==> src/rtl/cpu_types_pkg.sv <==
// cpu_types_pkg: shared encodings for the fetch-side PC sequencer
package cpu_types_pkg;
    typedef enum logic [1:0] {
        PCSRC_JR  = 2'd0,
        PCSRC_J   = 2'd1,
        PCSRC_BR  = 2'd2,
        PCSRC_SEQ = 2'd3
    } pcsrc_t;
    typedef enum logic [1:0] {RUN, WAIT_D, REDIRECT, HALTED} seq_state_t;
endpackage

==> src/rtl/sat_counter.sv <==
// sat_counter: increment-on-enable counter that sticks at all-ones
module sat_counter #(
    parameter int W = 32
) (
    input  logic         CLK,
    input  logic         nRST,
    input  logic         inc,
    output logic [W-1:0] count
);
    localparam logic [W-1:0] ONE = 1;
    always_ff @(posedge CLK or negedge nRST)
        if (!nRST) count <= '0;
        else if (inc && ~&count) count <= count + ONE;
endmodule

==> src/rtl/pc_sequencer.sv <==
// pc_sequencer: PC load/select sequencing across fetch waits, data stalls, redirects and halt
module pc_sequencer
    import cpu_types_pkg::*;
#(
    parameter int         CNT_W  = 32,
    parameter logic [1:0] PC_SEQ = 2'd3
) (
    input  logic             CLK,
    input  logic             nRST,
    input  logic             ihit,
    input  logic             dmem_req,
    input  logic             dhit,
    input  logic             halt,
    input  logic             jr_req,
    input  logic             j_req,
    input  logic             br_req,
    output logic             pc_en,
    output logic [1:0]       pc_src,
    output logic             imemREN,
    output logic             stall,
    output logic             flush,
    output logic             halted,
    output logic [CNT_W-1:0] fetch_count,
    output logic [CNT_W-1:0] stall_count
);
    seq_state_t state, nxt;
    pcsrc_t     psrc, rsrc;
    logic       pend, hpend, latch, clr, hset, redir, dwait;
    assign redir = jr_req | j_req | br_req;
    assign rsrc  = jr_req ? PCSRC_JR : (j_req ? PCSRC_J : PCSRC_BR);
    assign dwait = dmem_req & ~dhit;
    always_comb begin
        pc_en   = 1'b0;
        pc_src  = PC_SEQ;
        imemREN = 1'b0;
        stall   = 1'b0;
        flush   = 1'b0;
        halted  = 1'b0;
        nxt     = state;
        latch   = 1'b0;
        clr     = 1'b0;
        hset    = 1'b0;
        if (nRST) begin
            case (state)
                RUN: begin
                    imemREN = ~dwait;
                    if (halt) begin
                        stall = dwait;
                        hset  = dwait;
                        nxt   = dwait ? WAIT_D : HALTED;
                    end else if (dwait) begin
                        stall = 1'b1;
                        latch = redir;
                        nxt   = WAIT_D;
                    end else if (redir && ihit) begin
                        pc_en  = 1'b1;
                        pc_src = rsrc;
                        flush  = 1'b1;
                    end else if (redir) begin
                        stall = 1'b1;
                        latch = 1'b1;
                        nxt   = REDIRECT;
                    end else begin
                        pc_en = ihit;
                    end
                end
                WAIT_D: begin
                    stall = 1'b1;
                    latch = redir & ~pend;
                    hset  = halt;
                    if (dhit) nxt = (halt | hpend) ? HALTED : ((pend | redir) ? REDIRECT : RUN);
                end
                REDIRECT: begin
                    imemREN = ~dwait;
                    stall   = 1'b1;
                    if (halt) begin
                        hset = dwait;
                        nxt  = dwait ? WAIT_D : HALTED;
                    end else if (dwait) begin
                        nxt = WAIT_D;
                    end else if (ihit) begin
                        pc_en  = 1'b1;
                        pc_src = psrc;
                        flush  = 1'b1;
                        clr    = 1'b1;
                        nxt    = RUN;
                    end
                end
                HALTED: halted = 1'b1;
            endcase
        end
    end
    always_ff @(posedge CLK or negedge nRST) begin
        if (!nRST) begin
            state <= RUN;
            pend  <= 1'b0;
            psrc  <= PCSRC_SEQ;
            hpend <= 1'b0;
        end else begin
            state <= nxt;
            if (latch) begin
                pend <= 1'b1;
                psrc <= rsrc;
            end else if (clr) begin
                pend <= 1'b0;
            end
            if (hset) hpend <= 1'b1;
        end
    end
    sat_counter #(.W(CNT_W)) u_fetch_cnt (
        .CLK  (CLK),
        .nRST (nRST),
        .inc  (pc_en),
        .count(fetch_count)
    );
    sat_counter #(.W(CNT_W)) u_stall_cnt (
        .CLK  (CLK),
        .nRST (nRST),
        .inc  ((state != HALTED) && !pc_en),
        .count(stall_count)
    );
endmodule

==> config.mk <==
export PLATFORM = sky130hd
export DESIGN_NAME = pc_sequencer
export DESIGN_NICKNAME = d
export VERILOG_FILES = /design/src/rtl/cpu_types_pkg.sv /design/src/rtl/sat_counter.sv /design/src/rtl/pc_sequencer.sv
export SDC_FILE = /design/constraint.sdc
export NUM_CORES = 1
export LEC_CHECK = 0
export CORE_UTILIZATION = 51
export CTS_CLUSTER_DIAMETER = 30
export DETAILED_ROUTE_END_ITERATION = 8
export PLACE_DENSITY = 0.77
export SETUP_SLACK_MARGIN = 0.2
export SYNTH_ARGS = -nofsm -noshare
export SYNTH_HDL_FRONTEND = slang
export SYNTH_SLANG_ARGS = --single-unit
==> constraint.sdc <==
create_clock -name CLK -period 3.3 [get_ports CLK]
set_input_delay 0.66 -clock CLK [delete_from_list [all_inputs] [get_ports CLK]]
set_output_delay 0.66 -clock CLK [all_outputs]
set_load 0.005 [all_outputs]
# ---- Word-level counts from Yosys, hierarchy flattened
# Index checks and enable logic that the tools add are counted.
dict set report totals {
  reg_bits 70
  input_bits 9
  out_inout_bits 71
  word_cells 97
}
dict set report classes {
  addsub 2
  n_eq_ne 8
  mux 57
  bitwise 9
  n_reduce_logical 15
}
# operator n
set ops {}
lappend ops {{adder 32 x 1 -> 32 bit (second input constant)} 2}
lappend ops {{AND reduction 32 bit} 2}
lappend ops {{2-to-1 mux 2 bit} 20}
lappend ops {{2-to-1 mux 1 bit} 30}
lappend ops {{!= test 4 bit (second input constant)} 3}
lappend ops {{case mux 1 bit (2 select lines)} 5}
lappend ops {{case mux 2 bit (3 select lines)} 1}
lappend ops {{AND reduction 6 bit} 1}
lappend ops {{== test 2 bit (second input constant)} 2}
lappend ops {{logical AND 1 bit} 4}
lappend ops {{!= test 2 bit (second input constant)} 2}
lappend ops {{OR 1 bit} 4}
lappend ops {{case mux 2 bit (2 select lines)} 1}
lappend ops {{OR reduction 2 bit} 2}
lappend ops {{logical NOT 1 bit} 3}
lappend ops {{inverter 1 bit} 3}
lappend ops {{nonzero test 3 bit} 1}
lappend ops {{bitwise AND 1 bit} 2}
lappend ops {{== test 2 x 1 -> 1 bit (second input constant)} 1}
lappend ops {{logical NOT 2 bit} 1}
lappend ops {{nonzero test 2 bit} 1}

# ---- Longest topological paths before layout
dict set report depth {
  word_depth 11
  depth_mapped 9
  depth_no_buf 8
}

# ---- Modules after synthesis
# A second synthesis with hierarchy kept.
dict set report hier_totals {
  hier_cells 366
  hier_area_um2 3781.1
}
# mod instances cells_each area_each_um2 seq_area_each_um2
set modules_own_cells {}
lappend modules_own_cells {{sat_counter at u_stall_cnt} 1 150 1629.1 800.8}
lappend modules_own_cells {{sat_counter at u_fetch_cnt} 1 146 1580.3 800.8}
lappend modules_own_cells {pc_sequencer 1 70 571.8 152.6}

# ---- Worst setup path after synthesis
# OpenSTA, ideal clock, no wires.
dict set report synth_timing {
  kind {input -> register}
  from {in halt}
  to {reg u_fetch_cnt.count[15]}
  setup_time_ns 0.124
  t_arrival_ns 2.193
  required_time_ns 3.176
  setup_slack_ns 0.983
  cell_stages 6
  n_path_buf 2
  cell_sequence {clkbuf_1 -> or3_1 -> buf_6 -> a31o_4 -> or4_4 -> xnor2_2}
}
dict set report synth_between {
  elab_chain_len 4
  elab_cells_between_ends 5
  classes_between {mux (4); reduce/logical (1)}
}
# element line_no
set synth_rtl {}
lappend synth_rtl {{start, declared} pc_sequencer.sv:13} ;# input logic halt,
lappend synth_rtl {{2-to-1 mux 1 bit (on tied branches)} {pc_sequencer.sv:76, pc_sequencer.sv:47}}
lappend synth_rtl {{case mux 1 bit (2 select lines) (*)} pc_sequencer.sv:44} ;# case (state)
lappend synth_rtl {{2-to-1 mux 1 bit (*)} pc_sequencer.sv:43} ;# if (nRST) begin
lappend synth_rtl {{logical AND 1 bit (*)} sat_counter.sv:13} ;# else if (inc && ~&count) count <= count + ONE;
lappend synth_rtl {{end signal, assigned} sat_counter.sv:13}
lappend synth_rtl {{end, declared} sat_counter.sv:8} ;# output logic [W-1:0] count
# Every way passes the cells marked *; elsewhere a longest branch is shown, timed or not.
# A chain may end at the register's enable or synchronous reset.

# ---- Worst setup path after layout
dict set report layout_timing {
  from {in dhit}
  to {out pc_en}
}
dict set report layout_between {
  elab_chain_len 6
  elab_cells_between_ends 8
  classes_between {mux (6); bitwise (2)}
}
# element line_no
set layout_rtl {}
lappend layout_rtl {{start, declared} pc_sequencer.sv:12} ;# input logic dhit,
lappend layout_rtl {{inverter 1 bit (*)} pc_sequencer.sv:31} ;# assign dwait = dmem_req & ~dhit;
lappend layout_rtl {{bitwise AND 1 bit (*)} pc_sequencer.sv:31}
lappend layout_rtl {{2-to-1 mux 1 bit (on tied branches)} {pc_sequencer.sv:79, pc_sequencer.sv:51}}
lappend layout_rtl {{2-to-1 mux 1 bit (on tied branches)} {pc_sequencer.sv:76, pc_sequencer.sv:47}}
lappend layout_rtl {{case mux 1 bit (2 select lines) (*)} pc_sequencer.sv:44}
lappend layout_rtl {{2-to-1 mux 1 bit (*)} pc_sequencer.sv:43}
lappend layout_rtl {{end, declared} pc_sequencer.sv:17} ;# output logic pc_en,
# Marks and branches as above.

==> results.ini <==
[critical_path]
timing.critical_path.arrival_ns=2.34
cp_cell_sequence=clkdlybuf4s50_1, and2b_4, or3_4, inv_1, clkdlybuf4s50_1
critPathMaxFanout=5
worstSetupStartpointType=primary input
worst_ep_required_time_ns=2.64
path_class=in -> out
crit_slowest_cell=clkdlybuf4s50_1
worst_path_largest_cell_delay_ns=0.50
endpoint_kind=output port
cp_common_cell=clkdlybuf4s50_1

[route]
overall_via_count_from_detail_route=3196
drt.antenna.violating_nets=0
drc=0
routed_wirelength_mm=8.69
post_drt_via_cell_ratio=5.68
drt-initial-drc-count=205
detail_route.first_pass.iterations=5
routedWlPerCell_um=15.4

[synthesis]
syn_nets=385
async_reset_ff_frac=1.00
netlist_instances=369
synth_seq_area_share=0.473
number_of_library_cell_types_mapped_by_synthesis=53
synth.avg_cell_area_um2=10.1
synth.yosys.warnings=0
number_of_enable_type_register_cells_in_the_synthesized_netlist=0
mappedNetlistArea_um2=3710
ys_dominant_reg_cell=dfrtp_1
ys_ff_latch=70

[clocking]
cts_max_path_buffers=2
cts-htree-levels=3
clk_transition_reported_paths_ns=0.08
clk_root_buffer_cell=clkbuf_8
clk-insertion-delay-late_ns=0.35
numClockSinks=70
number_of_buffers_created_by_cts=9
post_cts_hold_buffer_count=0
tritoncts=yes

[placement]
dp_cells=547
portBuffers=79
globalplace.congestion=0.876
hpwl_mm=6.31

[cells_and_area]
final_layout_size_suffix_gt1_frac=0.0942
flow.area_growth_from_synthesis_pct=32.5
layout.nets=478
mostFrequentLayoutCells=clkdlybuf4s50_1 (75), dfrtp_1 (68), nand2_1 (34)
insertedDiodeCount=0
layout.cells.most_common=clkdlybuf4s50_1
final_cell_count_no_fill=563

[flow_run]
timing.max_cap.violations=0

[timing]
max_slew_margin=0.438
clock-skew-final_ns=0.00981
final_max_slew_viols=0
timing.setup.tns_ns=0
hold_viol=0
final.period_utilization=0.910
grt_setup_unrepaired=no
achievable-frequency_mhz=333
worst_pin_slew_ns=0.838
fin_crit_period_ns=3.00
setup_viol_count_final=0

[floorplan]
initial_core_util=0.537
floorplan.io_pins=80
die-height_um=87.3
core-area_um2=6910
die_area_um2=7620
die_wd_um=87.3
fp-row-count=30

[run_status]
outcome=finished, final reports clean

[power_and_ir_drop]
p_per_area_nw_per_um2=346
leakage_uw=0.00210
irDropWorstVdd_uv=211

[global_routing]
first_global_vias=3020
track_usage=0.243
maximum_number_of_pins_on_one_net_before_global_route_repair=49
grt_pass1_wl_mm=14.3
grt_overflow_total=0
antenna_found_initial=0

[hold_path]
hold_path_class=in -> async

-- cell usage after synthesis (3+ instances only) --
master	n	area share
and4_1	5	0.012
a21oi_1	6	0.0081
or4_1	5	0.010
xor2_1	25	0.059
nand3_1	26	0.035
nor4_1	11	0.019
clkbuf_1	3	0.0030
nand4_1	22	0.037
xnor2_1	33	0.078
or3_1	5	0.0084
nor2b_1	5	0.0084
dfrtp_1	68	0.46
ha_1	7	0.024
nor2_1	19	0.019
a31oi_1	3	0.0051
nand2b_1	5	0.0084
o21ai_0	9	0.012
inv_1	13	0.013
nand2_1	34	0.034
and3_1	8	0.013
nor3_1	19	0.026
-- sequential cells by signal, indices dropped and copies added (netlist names) --
register,flops
u_fetch_cnt.count,32
u_stall_cnt.count,32
psrc,2
state,2
hpend,1
pend,1
-- cell type report --
type                       instances  area, um^2
fill                             561        1990
clock buffer                      11         151
timing repair buffer              87         852
multi-input combinational        281        1910
sequential                        70        1750
inverter                          13        48.8
tap                               96         120
clock inverter                     5        81.3
-- timing repair --
item / 4_1_cts / 5_1_grt
gates resized for setup: 3 / 5
gates cloned: 0 / 0
buffers inserted: 0 / 0
endpoints found under the hold margin: 0 / 0
endpoints found under the setup margin: 2 / 2
-- metrics by stage --
step / worst slack, ns / utilization / instance area (um^2) / hold slack, ns / total power [uW]
floorplan: 0.983 / - / 3710 / 0.364 / 887
global placement: 0.155 / 0.674 / 4650 / 0.473 / 923
CTS: 0.201 / 0.708 / 4890 / 0.344 / 1710
detailed placement: 0.115 / 0.674 / 4650 / 0.476 / 923
global route: 0.238 / 0.712 / 4920 / 0.371 / 1750
finish: 0.298 / 0.712 / 4920 / 0.346 / 1700
-- logic make-up after synthesis --
kind of cell    synth area share
simple gates               0.267
xor+xnor                   0.141
buf+inv                   0.0206
compound gates            0.0637
fa+ha+maj                 0.0236
mux                       0.0115
flops                      0.473
-- routing by layer --
| metal | share of wire | vias up | wire, um | GRT usage |
|---|---|---|---|---|
| li1 | - | 1517 | - | - |
| met1 | 0.44 | 1540 | 3840 | 0.329 |
| met2 | 0.48 | 124 | 4170 | 0.388 |
| met3 | 0.063 | 15 | 546 | 0.0464 |
| met4 | 0.016 | 0 | 139 | 0.0924 |
| met5 | 0 | - | 0 | 0 |
-- worst paths after layout --
kind	start	slack (ns)	endpoint	cells past startpoint
max	dhit	0.30	pc_en	5
min	nRST	0.35	u_fetch_cnt.count[3]$_DFFE_PN0P_	2
max reg2reg	state[0]$_DFFE_PN0P_	0.79	u_fetch_cnt.count[15]$_DFFE_PN0P_	8
min reg2reg	u_stall_cnt.count[30]$_DFFE_PN0P_	0.48	u_stall_cnt.count[30]$_DFFE_PN0P_	1
max in group asynchronous	nRST	2.05	u_stall_cnt.count[1]$_DFFE_PN0P_	3
min in group CLK	u_stall_cnt.count[30]$_DFFE_PN0P_	0.48	u_stall_cnt.count[30]$_DFFE_PN0P_	1
-- critical path, delay by kind of cell --
kind,cells,cell delay [ns]
buf+inv,3,1.08
simple gates,2,0.60
-- power by group --
| group | internal, uW | switching [uW] | total, uW |
|---|---|---|---|
| clock network | 467 | 328 | 795 |
| registers | 859 | 0.528 | 859 |
| logic | 16.9 | 29.4 | 46.3 |
| total | 1340 | 358 | 1700 |
No activity file was read; power rests on OpenSTA's default activity.
